$ cat config.mk
export PLATFORM = sky130hd
export DESIGN_NAME = increment_repeat_ctrl
export DESIGN_NICKNAME = d
export VERILOG_FILES = /design/src/rtl/increment_repeat_ctrl.sv
export SDC_FILE = /design/constraint.sdc
export NUM_CORES = 1
export LEC_CHECK = 0
export ABC_AREA = 1
export CELL_PAD_IN_SITES_DETAIL_PLACEMENT = 1
export CELL_PAD_IN_SITES_GLOBAL_PLACEMENT = 1
export CORE_ASPECT_RATIO = 1.25
export CORE_UTILIZATION = 43
export CTS_CLUSTER_SIZE = 25
export DETAILED_ROUTE_END_ITERATION = 6
export PLACE_DENSITY_LB_ADDON = 0.1
export SKIP_CTS_REPAIR_TIMING = 1
export SLEW_MARGIN = 10
export SYNTH_ARGS = -nofsm -noshare
export SYNTH_HDL_FRONTEND = slang
export SYNTH_SLANG_ARGS = --single-unit
$ cat constraint.sdc
create_clock -name clk -period 4.89 [get_ports clk]
set_input_delay 1.2225 -clock clk [delete_from_list [all_inputs] [get_ports clk]]
set_output_delay 1.2225 -clock clk [all_outputs]
set_load 0.005 [all_outputs]
$ cat src/rtl/increment_repeat_ctrl.sv
// increment_repeat_ctrl: turns held seconds/minutes buttons into single-cycle
// increment pulses for the cook-time setting counters. A press gives one
// immediate pulse, then auto-repeat after a hold delay, then a faster repeat
// rate once a set number of slow repeats has gone by. Only one button owns
// the scheduler at a time; minutes wins a simultaneous press.
module increment_repeat_ctrl #(
  parameter int HOLD_DELAY  = 500,
  parameter int SLOW_PERIOD = 200,
  parameter int FAST_PERIOD = 50,
  parameter int FAST_AFTER  = 8,
  parameter int CNT_W       = 10
) (
  input  logic clk,
  input  logic reset,
  input  logic tick,
  input  logic prog_mode,
  input  logic seconds_req,
  input  logic minutes_req,
  output logic increment_seconds,
  output logic increment_minutes,
  output logic repeating,
  output logic fast
);

  localparam int REP_W = $clog2(FAST_AFTER + 1);

  localparam logic [CNT_W-1:0] HOLD_LAST    = CNT_W'(HOLD_DELAY - 1);
  localparam logic [CNT_W-1:0] SLOW_LAST    = CNT_W'(SLOW_PERIOD - 1);
  localparam logic [CNT_W-1:0] FAST_LAST    = CNT_W'(FAST_PERIOD - 1);
  localparam logic [REP_W-1:0] FAST_AFTER_C = REP_W'(FAST_AFTER);

  typedef enum logic [1:0] {
    IDLE = 2'd0,
    HOLD = 2'd1,
    SLOW = 2'd2,
    FAST = 2'd3
  } state_e;

  state_e           state_q, state_d;
  logic             owner_q, owner_d;
  logic [CNT_W-1:0] tickCnt_q, tickCnt_d;
  logic [REP_W-1:0] repCnt_q, repCnt_d;
  logic             incSec_q, incSec_d;
  logic             incMin_q, incMin_d;
  logic             repeating_q, fast_q;

  logic [CNT_W-1:0] periodLast;
  logic             ownerReq;
  logic             expire;
  logic [REP_W-1:0] repNext;

  // Pick the terminal count for the current repeat phase and see whether this tick expires it.
  always_comb begin
    periodLast = FAST_LAST;
    case (state_q)
      HOLD:    periodLast = HOLD_LAST;
      SLOW:    periodLast = SLOW_LAST;
      default: periodLast = FAST_LAST;
    endcase
    ownerReq = owner_q ? minutes_req : seconds_req;
    expire   = tick && (tickCnt_q == periodLast);
    repNext  = repCnt_q + REP_W'(1);
  end

  // Next-state logic: accept a press from IDLE, count ticks while held, drop out on release or prog_mode loss.
  always_comb begin
    state_d   = state_q;
    owner_d   = owner_q;
    tickCnt_d = tickCnt_q;
    repCnt_d  = repCnt_q;
    incSec_d  = 1'b0;
    incMin_d  = 1'b0;

    if (state_q == IDLE) begin
      if (prog_mode && (minutes_req || seconds_req)) begin
        owner_d   = minutes_req;
        tickCnt_d = '0;
        repCnt_d  = '0;
        state_d   = HOLD;
        incMin_d  = minutes_req;
        incSec_d  = !minutes_req;
      end
    end else if (!prog_mode || !ownerReq) begin
      state_d   = IDLE;
      tickCnt_d = '0;
      repCnt_d  = '0;
    end else if (expire) begin
      tickCnt_d = '0;
      incMin_d  = owner_q;
      incSec_d  = !owner_q;
      case (state_q)
        HOLD: state_d = SLOW;
        SLOW: begin
          repCnt_d = repNext;
          if (repNext == FAST_AFTER_C) begin
            state_d = FAST;
          end
        end
        default: state_d = state_q;
      endcase
    end else if (tick) begin
      tickCnt_d = tickCnt_q + CNT_W'(1);
    end
  end

  // State, counters and registered outputs; repeating/fast are decoded from the next state.
  always_ff @(posedge clk) begin
    if (reset) begin
      state_q     <= IDLE;
      owner_q     <= 1'b0;
      tickCnt_q   <= '0;
      repCnt_q    <= '0;
      incSec_q    <= 1'b0;
      incMin_q    <= 1'b0;
      repeating_q <= 1'b0;
      fast_q      <= 1'b0;
    end else begin
      state_q     <= state_d;
      owner_q     <= owner_d;
      tickCnt_q   <= tickCnt_d;
      repCnt_q    <= repCnt_d;
      incSec_q    <= incSec_d;
      incMin_q    <= incMin_d;
      repeating_q <= (state_d == SLOW) || (state_d == FAST);
      fast_q      <= (state_d == FAST);
    end
  end

  assign increment_seconds = incSec_q;
  assign increment_minutes = incMin_q;
  assign repeating         = repeating_q;
  assign fast              = fast_q;

endmodule

==> impl_results.md <==
* Outcome: finished clean
* Setup Skew at 5.68 ps
* First-pass GRT wire length at 5380 um
* Number of max-cap violations at 0
* Most frequent cells in the layout: 55 x nand2_1, 25 x inv_1, 24 x nor2_1
* Hold/Removal Path Class: reg2reg
* DR vias/cell at 5.15
* Yosys warning count at 0
* Commonest non-fill, non-tap cell in the layout: nand2_1
* WL final at 3090 um
* I/O Pins at 10
* TNS Setup at 0 ps
* Synth-to-layout area growth at 12.5%
* Tot GR Track Use at 0.226
* Clk root buf: clkbuf_4
* Die Ht at 62.3 um
* Non-filler cells, final at 236
* Antenna fix cells at 0
* Cell mode on critical path: nand2_1
* Synth unique cells at 26
* Port Buffer Count at 9
* Rel. slew slack at 0.759
* Critical path type: in2reg
* CTS Buf Count at 3
* Fmax at 402 MHz
* Clock network power share at 0.268
* Post-DP HPWL at 2550 um
* Tmin final at 2490 ps
* Syn Inst Count at 190
* Clock Sinks at 21
* Initial Util at 0.458
* DIE AREA at 0.00313 sq mm
* Share of cells above drive strength 1 at 0.0792
* Worst-Margin Slew at 360 ps
* Global placement routability congestion at 0.835
* Comb power frac at 0.174
* Nets at 214
* Cells after DPL at 232
* Sw power at 0.0948 mW
* Crit path max fanout at 5
* Drt first pass iters at 4
* P_int at 0.224 mW
* Initial antenna violation count at 0
* Post-route DRC at 0
* Cell Pwr Density at 227 mW/mm^2
* Static leakage at 0.611 nW
* Finish-stage setup viols at 0
* CTS tree: done
* Synth Register Bits at 21
* Final worst-path cycle share at 0.509
* RSZ-0062 raised after global routing: false
* Core ar. at 0.00273 sq mm
* Longest Clk Path Bufs at 2
* Detail Route Antenna Nets at 0
* Flop pwr share at 0.558
* Critical Path AT at 2730 ps
* H-tree depth at 1
* Pins Over Slew Limit at 0
* Mapped Area at 0.00125 sq mm
* Worst stage delay on the critical path at 550 ps
* Residual overflow from global routing at 0
* Core Rows at 21
* Worst Setup End Kind: flop
* 1st-iter DRT viols at 9
* Total power at 0.319 mW
* VDD IR max at 0.000139 V
* Clock Latency Late Sink at 310 ps
* Hold Fails Final Rpt at 0
* Required @ worst endpoint at 5130 ps
* Switching share of power at 0.297
* Syn avg cell area at 6.59 sq um
* CP Launch Type: primary input
* Crit-path cells: clkdlybuf4s50_1 > nand2_1 > nand2_1 > nand2_2 > nor2_4 > inv_1 > nor2_1 > nand3_1 > a21oi_1
* Largest net degree at the start of global routing at 13
* Chip width at 50.2 um
* Sequential area share after synthesis at 0.336
* Total number of vias at 1216
* Vias in the first global route at 1271
* Drt wl/cell at 13.1 um
* CP max-delay cell: clkdlybuf4s50_1
* Clock transition at path regs at 120 ps
* Syn nets at 201
## final cells by class
type | instances | area (sq um)
tap | 34 | 42.5
fill | 386 | 1330
timing repair buffer | 9 | 90.1
multi-input combinational | 141 | 723
clock buffer | 3 | 22.5
sequential | 21 | 420
clock inverter | 1 | 5.00
inverter | 27 | 104
## cells in the mapped netlist
master    number  area (sq um)
a211oi_1       1          7.51
a21oi_2        2          17.5
nor2_1        24          90.1
or2_2          1          6.26
a21oi_1        8          40.0
or2_1          2          12.5
nand2_1       55           206
dfxtp_1       21           420
nand2_8        1          20.0
nand3_1       16          80.1
xnor2_1        2          17.5
buf_1          1          3.75
nand4_1        3          18.8
o21ai_1        1          5.00
inv_4          1          6.26
inv_2          1          3.75
o21ai_0        8          40.0
xor2_1         1          8.76
nand2_4        3          33.8
nor3b_1        1          7.51
nor3_1         2          10.0
ha_1           5          62.6
nand2_2        2          12.5
nor2_4         1          11.3
o21bai_1       2          15.0
inv_1         25          93.8
## critical path: cells and delay by family
kind                   cells  cell delay [ps]
AND/OR/NAND/NOR            6              690
AO/OA/AOI/OAI              1              160
buffers and inverters      2              660
## cells by family (layout without fill, tap and decap cells)
group	Yosys count	after routing	share of synthesized area
flops	21	21	0.336
fa+ha+maj	5	5	0.0500
xor+xnor	3	3	0.0210
simple gates	111	111	0.407
buf+inv	28	40	0.0860
compound gates	22	22	0.100
## layer usage
metal / routed length (um) / share of wire / GRT usage
met1: 1280 / 0.41 / 0.228
met2: 1640 / 0.53 / 0.425
met3: 53 / 0.017 / 0.0294
met4: 112 / 0.036 / 0.125
met5: 0 / 0 / 0
## flip-flops by register name, indices dropped and copies added (netlist names)
signal	count
increment_minutes	1
increment_seconds	1
state_q	2
repeating	1
owner_q	1
tickCnt_q	10
repCnt_q	4
fast	1
## worst paths after layout
kind	cells past startpoint	slack [ps]	to	from
setup / recovery	9	2400	repCnt_q[1]$_SDFFE_PP0P_	minutes_req
setup reg to reg	12	2930	repCnt_q[1]$_SDFFE_PP0P_	state_q[1]$_SDFF_PP0_
hold reg to reg	2	510	repCnt_q[3]$_SDFFE_PP0P_	repCnt_q[3]$_SDFFE_PP0P_
hold / removal	2	510	repCnt_q[3]$_SDFFE_PP0P_	repCnt_q[3]$_SDFFE_PP0P_
## metrics by stage
stage / cell area [sq um] / util / hold WS, ps / setup WS [ps]
after global placement: 1380 / 0.505 / 485 / 2130
final: 1410 / 0.515 / 512 / 2400
after CTS: 1410 / 0.515 / 514 / 2400
after detailed placement: 1380 / 0.505 / 497 / 2080
after global routing: 1410 / 0.515 / 532 / 2270
after floorplan: 1250 / - / 454 / 2800
## power groups by stage
stage / clock (mW) / combinational (mW) / sequential [mW]
after CTS: 0.0881 / 0.0565 / 0.178
after floorplan: 0 / 0.0393 / 0.181
after detailed placement: 0 / 0.0556 / 0.182
final: 0.0855 / 0.0556 / 0.178
after global routing: 0.0961 / 0.0623 / 0.179
after global placement: 0 / 0.0527 / 0.181
Note: power is estimated with default switching activity, not from simulation.
